===== src/rtl/sync_fifo_pkg.sv =====
// Shared constants and the status-flag bundle for the synchronous FIFO.
package sync_fifo_pkg;
  localparam int FIFO_DEFAULT_WIDTH = 8;
  localparam int FIFO_DEFAULT_DEPTH = 16;

  typedef struct packed {
    logic full;
    logic empty;
    logic almost_full;
    logic almost_empty;
    logic overflow;
    logic underflow;
  } fifo_status_t;
endpackage


===== src/rtl/fifo_mem.sv =====
// WIDTH x DEPTH storage: synchronous write, asynchronous read, no reset.
// Zero-cycle read latency; no flow control (the caller guards writes).
module fifo_mem #(
  parameter int WIDTH = 8,
  parameter int DEPTH = 16,
  localparam int AW = $clog2(DEPTH)
) (
  input  logic             clk,
  input  logic             wr_en,
  input  logic [AW-1:0]    wr_addr,
  input  logic [WIDTH-1:0] wr_data,
  input  logic [AW-1:0]    rd_addr,
  output logic [WIDTH-1:0] rd_data
);
  logic [WIDTH-1:0] mem [DEPTH];

  always_ff @(posedge clk) begin
    if (wr_en) mem[wr_addr] <= wr_data;
  end

  assign rd_data = mem[rd_addr];
endmodule


===== src/rtl/param_sync_fifo.sv =====
// Single-clock FIFO with fill count, threshold flags, sticky errors and optional FWFT.
// Read latency 1 cycle (0 in FWFT); writes when full and reads when empty are dropped.
module param_sync_fifo
  import sync_fifo_pkg::*;
#(
  parameter int WIDTH     = FIFO_DEFAULT_WIDTH,
  parameter int DEPTH     = FIFO_DEFAULT_DEPTH,
  parameter int AF_THRESH = DEPTH - 2,
  parameter int AE_THRESH = 2,
  parameter bit FWFT      = 1'b0,
  localparam int AW = $clog2(DEPTH)
) (
  input  logic             clk,
  input  logic             rst_n,
  input  logic             wr_en,
  input  logic [WIDTH-1:0] wr_data,
  input  logic             rd_en,
  output logic [WIDTH-1:0] rd_data,
  output logic             rd_valid,
  output logic             full,
  output logic             empty,
  output logic             almost_full,
  output logic             almost_empty,
  output logic [AW:0]      count,
  output logic             overflow,
  output logic             underflow,
  input  logic             clr_err
);
  logic [AW:0]      wr_ptr, rd_ptr;
  logic             wr_acc, rd_acc;
  logic             ovf_q, unf_q;
  logic [WIDTH-1:0] mem_rd;
  fifo_status_t     status;

  // Extra wrap bit on each pointer distinguishes full from empty.
  assign count               = wr_ptr - rd_ptr;
  assign status.full         = (wr_ptr[AW] != rd_ptr[AW]) && (wr_ptr[AW-1:0] == rd_ptr[AW-1:0]);
  assign status.empty        = (wr_ptr == rd_ptr);
  assign status.almost_full  = (32'(count) >= AF_THRESH);
  assign status.almost_empty = (32'(count) <= AE_THRESH);
  assign status.overflow     = ovf_q;
  assign status.underflow    = unf_q;

  assign full         = status.full;
  assign empty        = status.empty;
  assign almost_full  = status.almost_full;
  assign almost_empty = status.almost_empty;
  assign overflow     = status.overflow;
  assign underflow    = status.underflow;

  assign wr_acc = wr_en && !status.full;
  assign rd_acc = rd_en && !status.empty;

  always_ff @(posedge clk) begin
    if (!rst_n) begin
      wr_ptr <= '0;
      rd_ptr <= '0;
      ovf_q  <= 1'b0;
      unf_q  <= 1'b0;
    end else begin
      if (wr_acc) wr_ptr <= wr_ptr + 1'b1;
      if (rd_acc) rd_ptr <= rd_ptr + 1'b1;
      // A new error in the same cycle as clr_err must not be lost.
      if (wr_en && status.full) ovf_q <= 1'b1;
      else if (clr_err)         ovf_q <= 1'b0;
      if (rd_en && status.empty) unf_q <= 1'b1;
      else if (clr_err)          unf_q <= 1'b0;
    end
  end

  fifo_mem #(
    .WIDTH (WIDTH),
    .DEPTH (DEPTH)
  ) u_mem (
    .clk     (clk),
    .wr_en   (wr_acc),
    .wr_addr (wr_ptr[AW-1:0]),
    .wr_data (wr_data),
    .rd_addr (rd_ptr[AW-1:0]),
    .rd_data (mem_rd)
  );

  if (FWFT) begin : g_fwft
    assign rd_data  = mem_rd;
    assign rd_valid = !status.empty;
  end else begin : g_reg
    logic [WIDTH-1:0] data_q;
    logic             vld_q;

    always_ff @(posedge clk) begin
      if (!rst_n) begin
        data_q <= '0;
        vld_q  <= 1'b0;
      end else begin
        vld_q <= rd_acc;
        if (rd_acc) data_q <= mem_rd;
      end
    end

    assign rd_data  = data_q;
    assign rd_valid = vld_q;
  end
endmodule

===== config.mk =====
export PLATFORM = sky130hd
export DESIGN_NAME = param_sync_fifo
export DESIGN_NICKNAME = d
export VERILOG_FILES = /design/src/rtl/sync_fifo_pkg.sv /design/src/rtl/fifo_mem.sv /design/src/rtl/param_sync_fifo.sv
export SDC_FILE = /design/constraint.sdc
export NUM_CORES = 1
export LEC_CHECK = 0
export ABC_AREA = 1
export CAP_MARGIN = 5
export CORE_MARGIN = 4
export CORE_UTILIZATION = 45
export CTS_BUF_LIST = sky130_fd_sc_hd__clkbuf_2 sky130_fd_sc_hd__clkbuf_4 sky130_fd_sc_hd__clkbuf_8
export CTS_CLUSTER_DIAMETER = 60
export DETAILED_ROUTE_END_ITERATION = 10
export GPL_ROUTABILITY_DRIVEN = 0
export HOLD_SLACK_MARGIN = 0.12
export PLACE_DENSITY = 0.64
export SLEW_MARGIN = 20
export SYNTH_ARGS = -nofsm -noshare
export SYNTH_HDL_FRONTEND = slang
export SYNTH_SLANG_ARGS = --single-unit

===== constraint.sdc =====
create_clock -name clk -period 2.13 [get_ports clk]
set_clock_uncertainty 0.1 [all_clocks]
set_input_delay 0.213 -clock clk [delete_from_list [all_inputs] [get_ports clk]]
set_output_delay 0.213 -clock clk [all_outputs]
set_load 0.03 [all_outputs]

# ---- Word level (Yosys, flattened, before mapping)
# Memory sizes are Yosys's and may differ from the RTL's. A register that Yosys moved wholly into a read port is not among the register bits.
# Index checks and enable logic that the tools add are counted.
dict set report classes {
  addsub 3
  n_lt_le_gt_ge 2
  eq_ne 3
  muxes 5
  n_reduce_logical 10
}
# cell count
set op_table {}
lappend op_table {{5-bit by 1-bit adder with 5-bit output, second input constant} 2}
lappend op_table {{5-bit equality test} 1}
lappend op_table {{5-bit by 4-bit greater-or-equal comparator with 1-bit output, second input constant} 1}
lappend op_table {{5-bit by 2-bit <= comparator with 1-bit output, second input constant} 1}
lappend op_table {{1-bit logical AND} 5}
lappend op_table {{1-bit 2-to-1 mux} 5}
lappend op_table {{5-bit subtractor} 1}
lappend op_table {{4-bit equality test} 1}
lappend op_table {{2-bit nonzero test} 2}
lappend op_table {{1-bit logical NOT} 3}
lappend op_table {{1-bit inequality test} 1}
dict set report totals {
  reg_bits 13
  mem_bits_rw 128
  in_bits 13
  output_inout_bits 20
  memories 1
}
# name depth width rd rd_ports_with_merged_regs wr line_no
set mem_list {}
lappend mem_list {u_mem.mem 16 8 1 1 1 fifo_mem.sv:15} ;# logic [WIDTH-1:0] mem [DEPTH];

# ---- Longest topological paths before layout
dict set report logic_depth {
  depth_word 6
  ltp_mapped 13
}

# ---- Cells and area by module
# A second synthesis with hierarchy kept.
dict set report hier_totals {
  cells_unflattened 707
  area_unflattened_um2 6746.5
}
# module n_inst cells_each area_each_um2 seq_area_each_um2
set modules_own_cells {}
lappend modules_own_cells {fifo_mem 1 543 5606.6 3843.7}
lappend modules_own_cells {param_sync_fifo 1 164 1139.8 420.4}

# ---- Least setup slack after synthesis
# OpenSTA, ideal clock, no wires.
dict set report synth_path {
  path_type {reg-to-output}
  startpoint {register rd_ptr[1]}
  endpoint {output port almost_full}
  t_arrival_ns 2.325
  t_required_ns 1.817
  path_slack_ns -0.508
  path_stages_with_launch 8
  n_path_buf 2
  cell_sequence {dfxtp_1 buf_2 inv_2 buf_2 fa_1 xor2_1 nand2_1 o21bai_1}
}
dict set report synth_between {
  elab_chain_len 2
}
# element line_no
set synth_lines {}
lappend synth_lines {{start: declaration} param_sync_fifo.sv:29} ;# logic [AW:0] wr_ptr, rd_ptr;
lappend synth_lines {{start signal: assignment} param_sync_fifo.sv:62} ;# if (rd_acc) rd_ptr <= rd_ptr + 1'b1;
lappend synth_lines {{5-bit subtractor} param_sync_fifo.sv:36} ;# assign count = wr_ptr - rd_ptr;
lappend synth_lines {{net count[2]} param_sync_fifo.sv:24} ;# output logic [AW:0] count,
lappend synth_lines {{5-bit by 4-bit greater-or-equal comparator with 1-bit output} param_sync_fifo.sv:39} ;# assign status.almost_full = (32'(count) >= AF_THRESH);
lappend synth_lines {{end: declaration} param_sync_fifo.sv:22} ;# output logic almost_full,
# The timed path passes the listed nets, and every way through them passes these cells.

# ---- Worst setup path in the final report
dict set report layout_path {
  startpoint {register wr_ptr[0]}
  endpoint {output port almost_full}
}
dict set report layout_between {
  elab_chain_len 2
}
# element line_no
set layout_lines {}
lappend layout_lines {{start: declaration} param_sync_fifo.sv:29}
lappend layout_lines {{start signal: assignment} param_sync_fifo.sv:61} ;# if (wr_acc) wr_ptr <= wr_ptr + 1'b1;
lappend layout_lines {{5-bit subtractor} param_sync_fifo.sv:36}
lappend layout_lines {{5-bit by 4-bit greater-or-equal comparator with 1-bit output} param_sync_fifo.sv:39}
# No other way between the ends.

==> reports/metrics.cfg <==
[status]
outcome=finished, violations left
violations=setup timing

[die]
dieHeight_um=128.7
ioPinCount=33
die-area_mm2=0.01657
die_w_um=128.7
start_util_pct=46.52
core.rowCount=43
core_mm2=0.01410

[timing]
period_minus_slack_ns=2.409
hold_violations=0
fin_ws_ns=-0.2789
rsz0062_at_grt=true
finalMaxSlewViolations=0
fmax_mhz=415.1
hold-worst-slack_ns=0.2713
finalSetupViolations=4
finalCritPeriodShare_pct=113.1
slew_headroom_pct=72.67
tightest_slew_ns=0.4090

[route]
antenna_left=0
dr.pass1.iters=5
drtIter0Drc=389
vias_per_cell=5.067
routed_wl_um=15210
drcViolationCount=0
wire_per_inst_um=16.78
vias=4591

[logic_synthesis]
yosysTopAreaCell=edfxtp_1
synthMostInstantiatedCell=nand2_1
ys_seq_elements=149
async_flop_share_pct=0
synth_area_leaders=edfxtp_1 (59%), nand2_1 (11%), nand3_1 (7.1%), dfxtp_1 (6.4%), inv_1 (5.5%)
netlist-cell-type-count=27
synth_cells=652
synth_flop_cell=edfxtp_1
yosys_warnings=0
yosysSeqAreaShare_pct=65.03
yosys-top-cells-count=nand2_1 (185), edfxtp_1 (128), inv_1 (96)
synth_area_mm2=0.006558
avgSynthCellArea_um2=10.06
syn_nets=675
yosysTopAreaCellShare_pct=58.61
synth-edff-count=128

[power_and_ir_drop]
power.density_mw_per_mm2=896.3
vdd_ir_drop_max_mv=0.7951
power_mw=7.122
leakage_nw=3.227

[clocking]
hold_buffers=0
htree_levels=4
clk_latency_ns=0.46
clk_root_buffer_cell=clkbuf_8
cts_sinks=149
numCtsBuffers=17
cts.path.max_buffers=2
clk_pin_slew_worst_paths_ns=0.07
cts_tree=done

[global_route]
antenna_found_initial=0
grt_overflow=0
grt_pass1_wl_um=23800
grt_max_degree=35
track_usage_pct=19.32
grt_pass1_vias=4437

[min_path]
hp-class=in2reg
hp-start=wr_data[6]
worstHoldPathCells=1
min_to=u_mem.mem[0][6]

[worst_setup_path]
crit_type=reg2out
crit_path_start_kind=flip-flop
r2r_slack_ns=0.17
end_kind=output pin
worstRegToRegCells=10
critPathMaxFanout=3
reg2reg_to=u_mem.mem[0][7]
cp.required_ns=1.82
r2r_start=rd_ptr[1]
cp.arrival_ns=2.10

[finish]
utilization_pct=56.37
layout.area.seq_mm2=0.004269
final_nets=736
multi_input_area_mm2=0.002029
drive_gt1_share_pct=18.32
syn2layout_area_growth_pct=21.18
n_fill_cell=1241
n_antenna_cell=0

[placed_design]
place_hpwl_um=9905
io_buffers=32

[flow_run]
max_cap_viol_count=0

state kept, by name, summed over array words and instances, names as in the netlist:
name,count
rd_valid,1
rd_data,8
overflow,1
rd_ptr,5
wr_ptr,5
underflow,1
u_mem.mem,128
power breakdown:
part	internal [mW]	switching (mW)	leakage (nW)	total (mW)
sequential	3.24	0.0402	1.33	3.28
combinational	0.584	1.01	1.70	1.60
clock	1.16	1.08	0.196	2.24
total	4.98	2.14	3.23	7.12
how the worst max path moves through the flow:
stage	endpoint	from
5_1_grt	almost_empty	wr_ptr[0]
6_report	almost_full	wr_ptr[0]
3_5_place_dp	almost_full	wr_ptr[0]
4_1_cts	almost_empty	wr_ptr[0]
2_1_floorplan	almost_full	wr_ptr[0]
3_3_place_gp	almost_full	wr_ptr[0]
placed cells by master (no fill, tap or decap), types with 3 or more instances in the layout:
cell type	n
ha_4	4
clkdlybuf4s50_1	23
dfxtp_1	17
nand2_2	5
nand3_2	4
inv_6	3
bufinv_16	3
buf_6	10
o21ai_0	13
edfxtp_1	128
clkbuf_8	17
a21oi_2	3
nand3_1	91
clkinvlp_4	4
buf_4	33
nor2_1	11
a21oi_1	26
inv_1	92
inv_2	7
nor2_4	17
nand2_1	179
dfxtp_2	4
nand2_4	5
ha_1	5
xor2_1	4
what timing repair did:
item	4_1_cts	5_1_grt
setup buffers	3	5
pin swaps	7	8
gates resized for setup	20	17
setup endpoints to repair	8	9
per-layer routing:
layer	vias to the layer above	share of wire, %	GRT usage (%)
met5	-	0	0
met1	2207	45	27.19
met3	18	5.4	4.525
met4	0	1.5	6.547
met2	122	48	29.70
li1	2244	-	-
critical path: stages, from the launching register on:
cell and delay, ns:
dfxtp_2 0.33, inv_2 0.07, ha_4 0.13, inv_2 0.04, fa_2 0.37, buf_6 0.14, xor2_4 0.16, nand2_1 0.12
o21bai_4 0.15, buf_6 0.14
stage by stage:
| step | setup WS (ns) | instance area [µm²] | cells | setup TNS, ns |
|---|---|---|---|---|
| after floorplan | -0.03835 | 6783 | 652 | -0.03835 |
| after global placement | 0.07362 | 7375 | 867 | 0 |
| after detailed placement | 0.03548 | 7375 | 867 | 0 |
| after CTS | -0.2886 | 7854 | 902 | -0.8941 |
| after global routing | -0.3680 | 7946 | 906 | -1.418 |
| final | -0.2789 | 7946 | 906 | -0.9419 |
cell families (layout without fill, tap and decap cells):
| group | count (synthesis) | in the layout | synth area share [%] |
|---|---|---|---|
| and+or+nand+nor | 315 | 315 | 20.36 |
| AOI/OAI and AO/OA | 44 | 44 | 3.454 |
| DFF | 149 | 149 | 65.03 |
| xor gates and xnor gates | 6 | 6 | 0.8014 |
| buffers and inverters | 128 | 202 | 8.338 |
| adders and majority gates | 10 | 10 | 2.023 |
cell type report:
type,instances,area share (%)
Sequential cell,149,53.72
Multi-Input combinational cell,375,25.54
Timing Repair Buffer,68,7.841
Inverter,102,4.881
Clock buffer,17,2.944
Tap cell,180,2.834
Clock inverter,15,2.236
No activity file was read; power rests on OpenSTA's default activity.
